**src/rtl/lvds_link_ctrl.sv**
```systemverilog
// Bring-up and supervision FSM for one LVDS serdes lane: trains with PRBS over
// both receive polarities, retries a bounded number of sweeps, retrains on error growth.
module lvds_link_ctrl #(
  parameter int unsigned CLR_CYC     = 16,
  parameter int unsigned SETTLE_CYC  = 1024,
  parameter int unsigned MIN_RECV    = 4096,
  parameter int unsigned TIMEOUT_CYC = 65536,
  parameter int unsigned MAX_RETRY   = 4,
  parameter int unsigned ERR_THRESH  = 8
) (
  input  logic        RSTXP,
  input  logic        CLKP,
  input  logic        START,
  input  logic        STOP,
  input  logic [1:0]  PAT_SEL,
  input  logic [63:0] ERR_CNT,
  input  logic [57:0] RECV_CNT,
  output logic        CLR,
  output logic        INV,
  output logic [1:0]  PATTERN,
  output logic        LINK_UP,
  output logic        LINK_FAIL,
  output logic [2:0]  STATE,
  output logic [3:0]  RETRY_CNT,
  output logic [15:0] RETRAIN_CNT
);

  typedef enum logic [2:0] {
    S_IDLE    = 3'd0,
    S_CLEAR   = 3'd1,
    S_SETTLE  = 3'd2,
    S_MEASURE = 3'd3,
    S_EVAL    = 3'd4,
    S_UP      = 3'd5,
    S_FAIL    = 3'd6
  } state_t;

  state_t      st;
  logic [31:0] tmr;
  logic [63:0] e0, e1;
  logic [57:0] r0;
  logic        pass_q;

  // Modular deltas: counter wrap between snapshot and use needs no special case.
  logic [57:0] d_r;
  logic [63:0] d_e, d_up;
  logic [3:0]  retry_nx;
  logic        recv_ok;

  assign d_r      = RECV_CNT - r0;
  assign d_e      = ERR_CNT - e0;
  assign d_up     = ERR_CNT - e1;
  assign recv_ok  = d_r >= 58'(MIN_RECV);
  assign retry_nx = RETRY_CNT + 4'd1;
  assign STATE    = st;

  always_ff @(posedge CLKP or negedge RSTXP) begin
    if (!RSTXP) begin
      st          <= S_IDLE;
      tmr         <= '0;
      e0          <= '0;
      e1          <= '0;
      r0          <= '0;
      pass_q      <= 1'b0;
      CLR         <= 1'b1;
      INV         <= 1'b0;
      PATTERN     <= 2'd0;
      LINK_UP     <= 1'b0;
      LINK_FAIL   <= 1'b0;
      RETRY_CNT   <= '0;
      RETRAIN_CNT <= '0;
    end else if (STOP) begin
      st        <= S_IDLE;
      tmr       <= '0;
      CLR       <= 1'b1;
      PATTERN   <= 2'd0;
      LINK_UP   <= 1'b0;
      LINK_FAIL <= 1'b0;
    end else begin
      case (st)
        S_IDLE: begin
          CLR     <= 1'b1;
          PATTERN <= 2'd0;
          if (START) begin
            st        <= S_CLEAR;
            tmr       <= '0;
            INV       <= 1'b0;
            RETRY_CNT <= '0;
          end
        end
        S_CLEAR: begin
          CLR <= 1'b1;
          if (tmr >= 32'(CLR_CYC - 1)) begin
            st  <= S_SETTLE;
            CLR <= 1'b0;
            tmr <= '0;
          end else tmr <= tmr + 32'd1;
        end
        S_SETTLE: begin
          if (tmr >= 32'(SETTLE_CYC - 1)) begin
            e0  <= ERR_CNT;
            r0  <= RECV_CNT;
            st  <= S_MEASURE;
            tmr <= '0;
          end else tmr <= tmr + 32'd1;
        end
        S_MEASURE: begin
          if (recv_ok || tmr >= 32'(TIMEOUT_CYC - 1)) begin
            pass_q <= recv_ok && (d_e == 64'd0);
            st     <= S_EVAL;
            tmr    <= '0;
          end else tmr <= tmr + 32'd1;
        end
        S_EVAL: begin
          tmr <= '0;
          if (pass_q) begin
            st      <= S_UP;
            e1      <= ERR_CNT;
            PATTERN <= PAT_SEL;
            LINK_UP <= 1'b1;
          end else if (!INV) begin
            INV <= 1'b1;
            st  <= S_CLEAR;
            CLR <= 1'b1;
          end else begin
            INV       <= 1'b0;
            RETRY_CNT <= retry_nx;
            CLR       <= 1'b1;
            if (retry_nx == 4'(MAX_RETRY)) begin
              st        <= S_FAIL;
              LINK_FAIL <= 1'b1;
            end else st <= S_CLEAR;
          end
        end
        S_UP: begin
          CLR <= 1'b0;
          if (d_up > 64'(ERR_THRESH)) begin
            // Keep INV so the last good polarity is retried first.
            if (RETRAIN_CNT != 16'hFFFF) RETRAIN_CNT <= RETRAIN_CNT + 16'd1;
            LINK_UP   <= 1'b0;
            PATTERN   <= 2'd0;
            CLR       <= 1'b1;
            RETRY_CNT <= '0;
            tmr       <= '0;
            st        <= S_CLEAR;
          end else PATTERN <= PAT_SEL;
        end
        S_FAIL: begin
          CLR       <= 1'b1;
          LINK_FAIL <= 1'b1;
          if (START) begin
            st        <= S_CLEAR;
            tmr       <= '0;
            INV       <= 1'b0;
            RETRY_CNT <= '0;
            LINK_FAIL <= 1'b0;
          end
        end
        default: st <= S_IDLE;
      endcase
    end
  end

endmodule

```
**config.mk**
```make
export PLATFORM = sky130hd
export DESIGN_NAME = lvds_link_ctrl
export DESIGN_NICKNAME = d
export VERILOG_FILES = /design/src/rtl/lvds_link_ctrl.sv
export SDC_FILE = /design/constraint.sdc
export NUM_CORES = 1
export LEC_CHECK = 0
export ABC_AREA = 1
export CAP_MARGIN = 30
export CELL_PAD_IN_SITES_DETAIL_PLACEMENT = 1
export CELL_PAD_IN_SITES_GLOBAL_PLACEMENT = 2
export CORE_ASPECT_RATIO = 0.7
export CORE_UTILIZATION = 35
export DETAILED_ROUTE_END_ITERATION = 7
export PLACE_DENSITY_LB_ADDON = 0.1
export SYNTH_ARGS = -nofsm -noshare
export SYNTH_HDL_FRONTEND = slang
export SYNTH_SLANG_ARGS = --single-unit
export TNS_END_PERCENT = 5
```
**constraint.sdc**
```tcl
create_clock -name CLKP -period 6 [get_ports CLKP]
set_input_delay 1.8 -clock CLKP [delete_from_list [all_inputs] [get_ports CLKP]]
set_output_delay 1.8 -clock CLKP [all_outputs]
set_load 0.02 [all_outputs]
```
Word level (Yosys, flattened, before mapping)
Index checks and enable logic that the tools add are counted.

word-level totals
  register bits = 248

operators by class
  reduce and logical (&&, ||, !) cells = 24
  magnitude comparators = 5
  bitwise gates (word level) = 1
  muxes and demuxes = 45
  equality and inequality tests = 21
  add/sub/neg operators = 6

operators with widths
  operator                                                         count
  two-way mux 32 bit                                               6
  one-hot mux 32 bit (6 select lines)                              1
  subtractor 64 bit                                                2
  greater-than comparator 64 x 4 -> 1 bit (second input constant)  1
  zero test 64 bit                                                 1
  >= comparator 58 x 13 -> 1 bit (second input constant)           1
  subtractor 58 bit                                                1
  adder 32 x 1 -> 32 bit (second input constant)                   1
  >= comparator 32 x 10 -> 1 bit (second input constant)           1
  >= comparator 32 x 16 -> 1 bit (second input constant)           1
  >= comparator 32 x 4 -> 1 bit (second input constant)            1
  two-way mux 3 bit                                                9
  != test 3 bit (second input constant)                            8
  one-hot mux 3 bit (6 select lines)                               1
  adder 16 x 1 -> 16 bit (second input constant)                   1
  two-way mux 4 bit                                                4
  != test 16 bit (second input constant)                           1
  two-way mux 1 bit                                                15
  AND reduction 3 bit                                              5
  one-hot mux 4 bit (3 select lines)                               1
  AND reduction 4 bit                                              3
  == test 3 bit (second input constant)                            3
  nonzero test 3 bit                                               3
  nonzero test 7 bit                                               1
  22 further kinds                                                 30

Logic depth before layout (Yosys ltp)
  depth in word-level cells = 7
  depth in mapped cells = 27

Worst setup path before layout
No wires, ideal clock.

  path type = input-to-reg
  start point = in ERR_CNT[0]
  end point = reg tmr[21]
  data arrival time = 4.289 ns
  slack = 1.644 ns
  required time = 5.932 ns
  cell stages on the path = 25
  cells stage by stage = inv_1 ha_1 fa_1 inv_1 nand3_1 nand2_1 nand3_1 nand3_1 nand2_1 nand2_1 nand2_1 nand4_1 nand2_1 inv_1 nand2_1 nor2_1 nand2_1 nor2_2 nand3_1 nand2_2 nand3_4 nand2_4 inv_4 buf_12 nor2_4

between the ends
  cells in the longest elaborated chain, start to end = 4

ends and longest elaborated chain
  what                                     RTL line  text
  start, declared                          16        input logic [63:0] ERR_CNT,
  subtractor 64 bit                        52        assign d_up = ERR_CNT - e1;
  greater-than comparator 64 x 4 -> 1 bit  137       if (d_up > 64'(ERR_THRESH)) begin
  != test 3 bit (no line)                  -
  AND reduction 3 bit (no line)            -
  end signal, assigned                     97        end else tmr <= tmr + 32'd1;
  end signal, assigned                     105       end else tmr <= tmr + 32'd1;
  end signal, assigned                     112       end else tmr <= tmr + 32'd1;
  end, declared                            39        logic [31:0] tmr;

Every way passes these cells.
A chain may end at the register's enable or synchronous reset.

Worst setup path after layout
  start point = in ERR_CNT[0]
  end point = reg RETRAIN_CNT[0]

between the ends
  cells in the longest elaborated chain, start to end = 3

ends and longest elaborated chain
  what                                     RTL line  text
  subtractor 64 bit                        52
  greater-than comparator 64 x 4 -> 1 bit  137
  AND reduction 4 bit (no line)            -
  end signal, assigned                     139       if (RETRAIN_CNT != 16'hFFFF) RETRAIN_CNT <= RETRAIN_CNT + 16'd1;
  end, declared                            25        output logic [15:0] RETRAIN_CNT

Every way passes these cells.

==> impl_metrics.toml <==
[outcome]
status = "finished clean"

[floorplanning]
pin_count = 157
row_count = 86
die-width_microns = 340
die_h_microns = 239
dieArea_sq_um = 81300
initial_utilization_pct = 35.5
coreArea_sq_um = 79000

[worst_hold_path]
hp-class = "flop to flop"
holdCritStartpoint = "e0[42]$_DFFE_PN0P_"

[global_routing]
grt_pass1_vias = 29700
grt_use_total_pct = 29.6
grt_overflow = 0
grt_max_degree = 95
grt_pass1_wl_microns = 185000
grt_antenna_before_repair = 0

[synth]
ys_seq_area_share_pct = 22.1
ys_ff_latch = 248
synth_area_leader_cell = "nand2_1"
yosys_most_used_dff = "dfrtp_1"
synth_warnings = 0
ys_top_cells_by_count = "1655 x nand2_1, 1068 x inv_1, 505 x nor2_1"
synth_top_cell_area_share_pct = 22.1
yosysMostFrequentCell = "nand2_1"
async_reset_ff_share_pct = 100
synth_cells = 4940
synth_fp_nets = 5256
synth.distinct_cells = 51
avgSynthCellArea_sq_um = 5.68
synth_edf_count = 0
syn_area_sq_um = 28100
synthTopCellsByArea = "nand2_1 22%, dfrtp_1 22%, inv_1 14%"

[routing]
wl_microns = 122000
drt_iter0_drc = 2736
viasPerCell = 5.06
num_vias = 31500
drc = 0
postRouteAntennaNets = 0
drtPass1Iterations = 7
routedWlPerCell_microns = 19.6

[critical_path]
required_ns = 6.55
path_max_fanout = 31
slowest_stage = "clkdlybuf4s50_1"
cp-start-kind = "input pin"
crit_arrival_ns = 5.94
startpoint = "ERR_CNT[0]"
endpoint_kind = "flop"
rrSetupSlack_ns = 1.93
reg2reg_to = "RETRAIN_CNT[0]$_DFFE_PN0P_"
crit_type = "input pin to flop"
worstPathCellList = "clkdlybuf4s50_1, inv_1, ha_1, fa_1, inv_1, nand3_1, nand2_1, nand3_1, nand3_1, nand2_1, nand2_2, nand2_1, nand2_1, nand3_1, nor2_1, nand2_1, nor3_1, nand3_1, nand2_2, inv_1, nand3_2, buf_12, xor2_1"
timing.rr.start = "e1[0]$_DFFE_PN0P_"
reg2reg_depth = 21
slowest_delay_ns = 0.45
crit_end = "RETRAIN_CNT[0]$_DFFE_PN0P_"

[power_and_ir_drop]
p_leak_nw = 17.2
ir_worst_vdd_mv = 0.225
p_per_area_nw_per_um2 = 176

[sta]
finClkSkew_ns = 0.00999
finalSetupViolCount = 0
tightest_slew_ns = 0.909
setup-tns-final_ns = 0
relSlewSlack_pct = 39.3
hold_viol = 0
max_freq_ghz = 0.185
finalMaxSlewViolations = 0
min_period_over_period_pct = 90.0
fin_crit_ns = 5.40
grt_setup_unrepaired = "no"

[placement]
dp_hpwl_microns = 107000
dp.cells = 6166
port_buffers = 156
gp_congestion = 1.02

[layout]
nets = 5457
drive_gt1_share_pct = 4.30
synthToLayoutAreaGrowth_pct = 15.4
final_cell_count_no_fill = 6220
antennaDiodeCount = 0

[clocking]
clk_pin_slew_worst_paths_ns = 0.06
cts_buffers = 29
clock_sinks = 248
cts_max_path_buffers = 3
post-cts-setup-buffers = 0
cts.htree.levels = 1
cts_root_buf = "clkbuf_16"
cts_hold_buf = 0
clk_latency_ns = 0.63
ctsResizeCount = 0
cts_tree = "yes"

[run]
cap_violations = 0
==> how the worst min path moves through the flow <==
| stage | endpoint | slack, ns | cells past startpoint |
|---|---|---|---|
| finish | e0[42]$_DFFE_PN0P_ | 0.48 | 2 |
| CTS | e1[57]$_DFFE_PN0P_ | 0.49 | 2 |
| global placement | e1[53]$_DFFE_PN0P_ | 0.47 | 2 |
| global route | e1[62]$_DFFE_PN0P_ | 0.51 | 2 |
| detailed placement | e1[57]$_DFFE_PN0P_ | 0.47 | 2 |
| floorplan | e0[10]$_DFFE_PN0P_ | 0.45 | 2 |
==> report_power, final <==
group          switching (W)  internal, W  leakage [nW]
sequential         0.0000673      0.00173          3.16
clock               0.000834      0.00118         0.520
combinational        0.00127     0.000601          13.5
total                0.00218      0.00351          17.2
==> worst max-delay path, delay by kind of cell <==
family | cells | cell delay [ns]
xor gates and xnor gates | 1 | 0.17
and+or+nand+nor | 15 | 2.20
buffers and inverters | 5 | 1.09
adders and majority gates | 2 | 0.66
==> sequential cells by signal, indices dropped and copies added (netlist names) <==
register and count:
RETRAIN_CNT 16, r0 58, LINK_FAIL 1, INV 1, pass_q 1, e1 64
RETRY_CNT 4, tmr 32, STATE 3, e0 64, LINK_UP 1, PATTERN 2
CLR 1
==> final cells by class <==
type	count	area, sq um
Timing Repair Buffer	221	2140
Clock inverter	15	231
Sequential cell	248	6210
Multi-Input combinational cell	3562	17600
Tap cell	1056	1320
Clock buffer	39	823
Fill cell	11000	46600
Inverter	1079	4050
==> metal layers <==
layer	GRT usage [%]	wire (microns)	up-vias
met5	0	0	-
met4	2.89	1190	0
met3	7.08	11300	66
li1	-	-	15600
met1	48.7	65700	14900
met2	38.4	44000	949
==> layout by cell type, fill, tap and decap left out, types with 37 or more instances in the layout <==
cell type,n
xnor2_1,47
dfrtp_1,247
nor2_1,505
nand3_1,234
xor2_1,51
buf_4,58
nand3b_1,37
nand4_1,69
ha_1,187
nand2_1,1655
o21ai_0,252
inv_1,1068
a21oi_1,274
nor3_1,62
clkdlybuf4s50_1,155
==> stage by stage <==
step | setup slack, ns | total power [W] | hold slack (ns) | util, % | instance area (sq um)
final | 0.602 | 0.00569 | 0.483 | 41.0 | 32400
after global routing | 0.407 | 0.00599 | 0.506 | 41.0 | 32400
after floorplan | 1.64 | 0.00291 | 0.453 | - | 28100
after detailed placement | 0.0704 | 0.00365 | 0.473 | 39.7 | 31300
after CTS | 0.724 | 0.00571 | 0.487 | 41.0 | 32400
after global placement | 0.112 | 0.00364 | 0.465 | 39.7 | 31300
==> kinds of logic (layout without fill, tap and decap cells) <==
kind of cell	Yosys count	after routing	synth area share (%)
compound gates	603	603	11.4
buf+inv	1130	1354	15.2
mux	1	1	0.0401
simple gates	2672	2672	39.8
xor+xnor	98	98	3.06
fa+ha+maj	188	188	8.41
flops	248	248	22.1
Note: power is estimated with default switching activity, not from simulation.
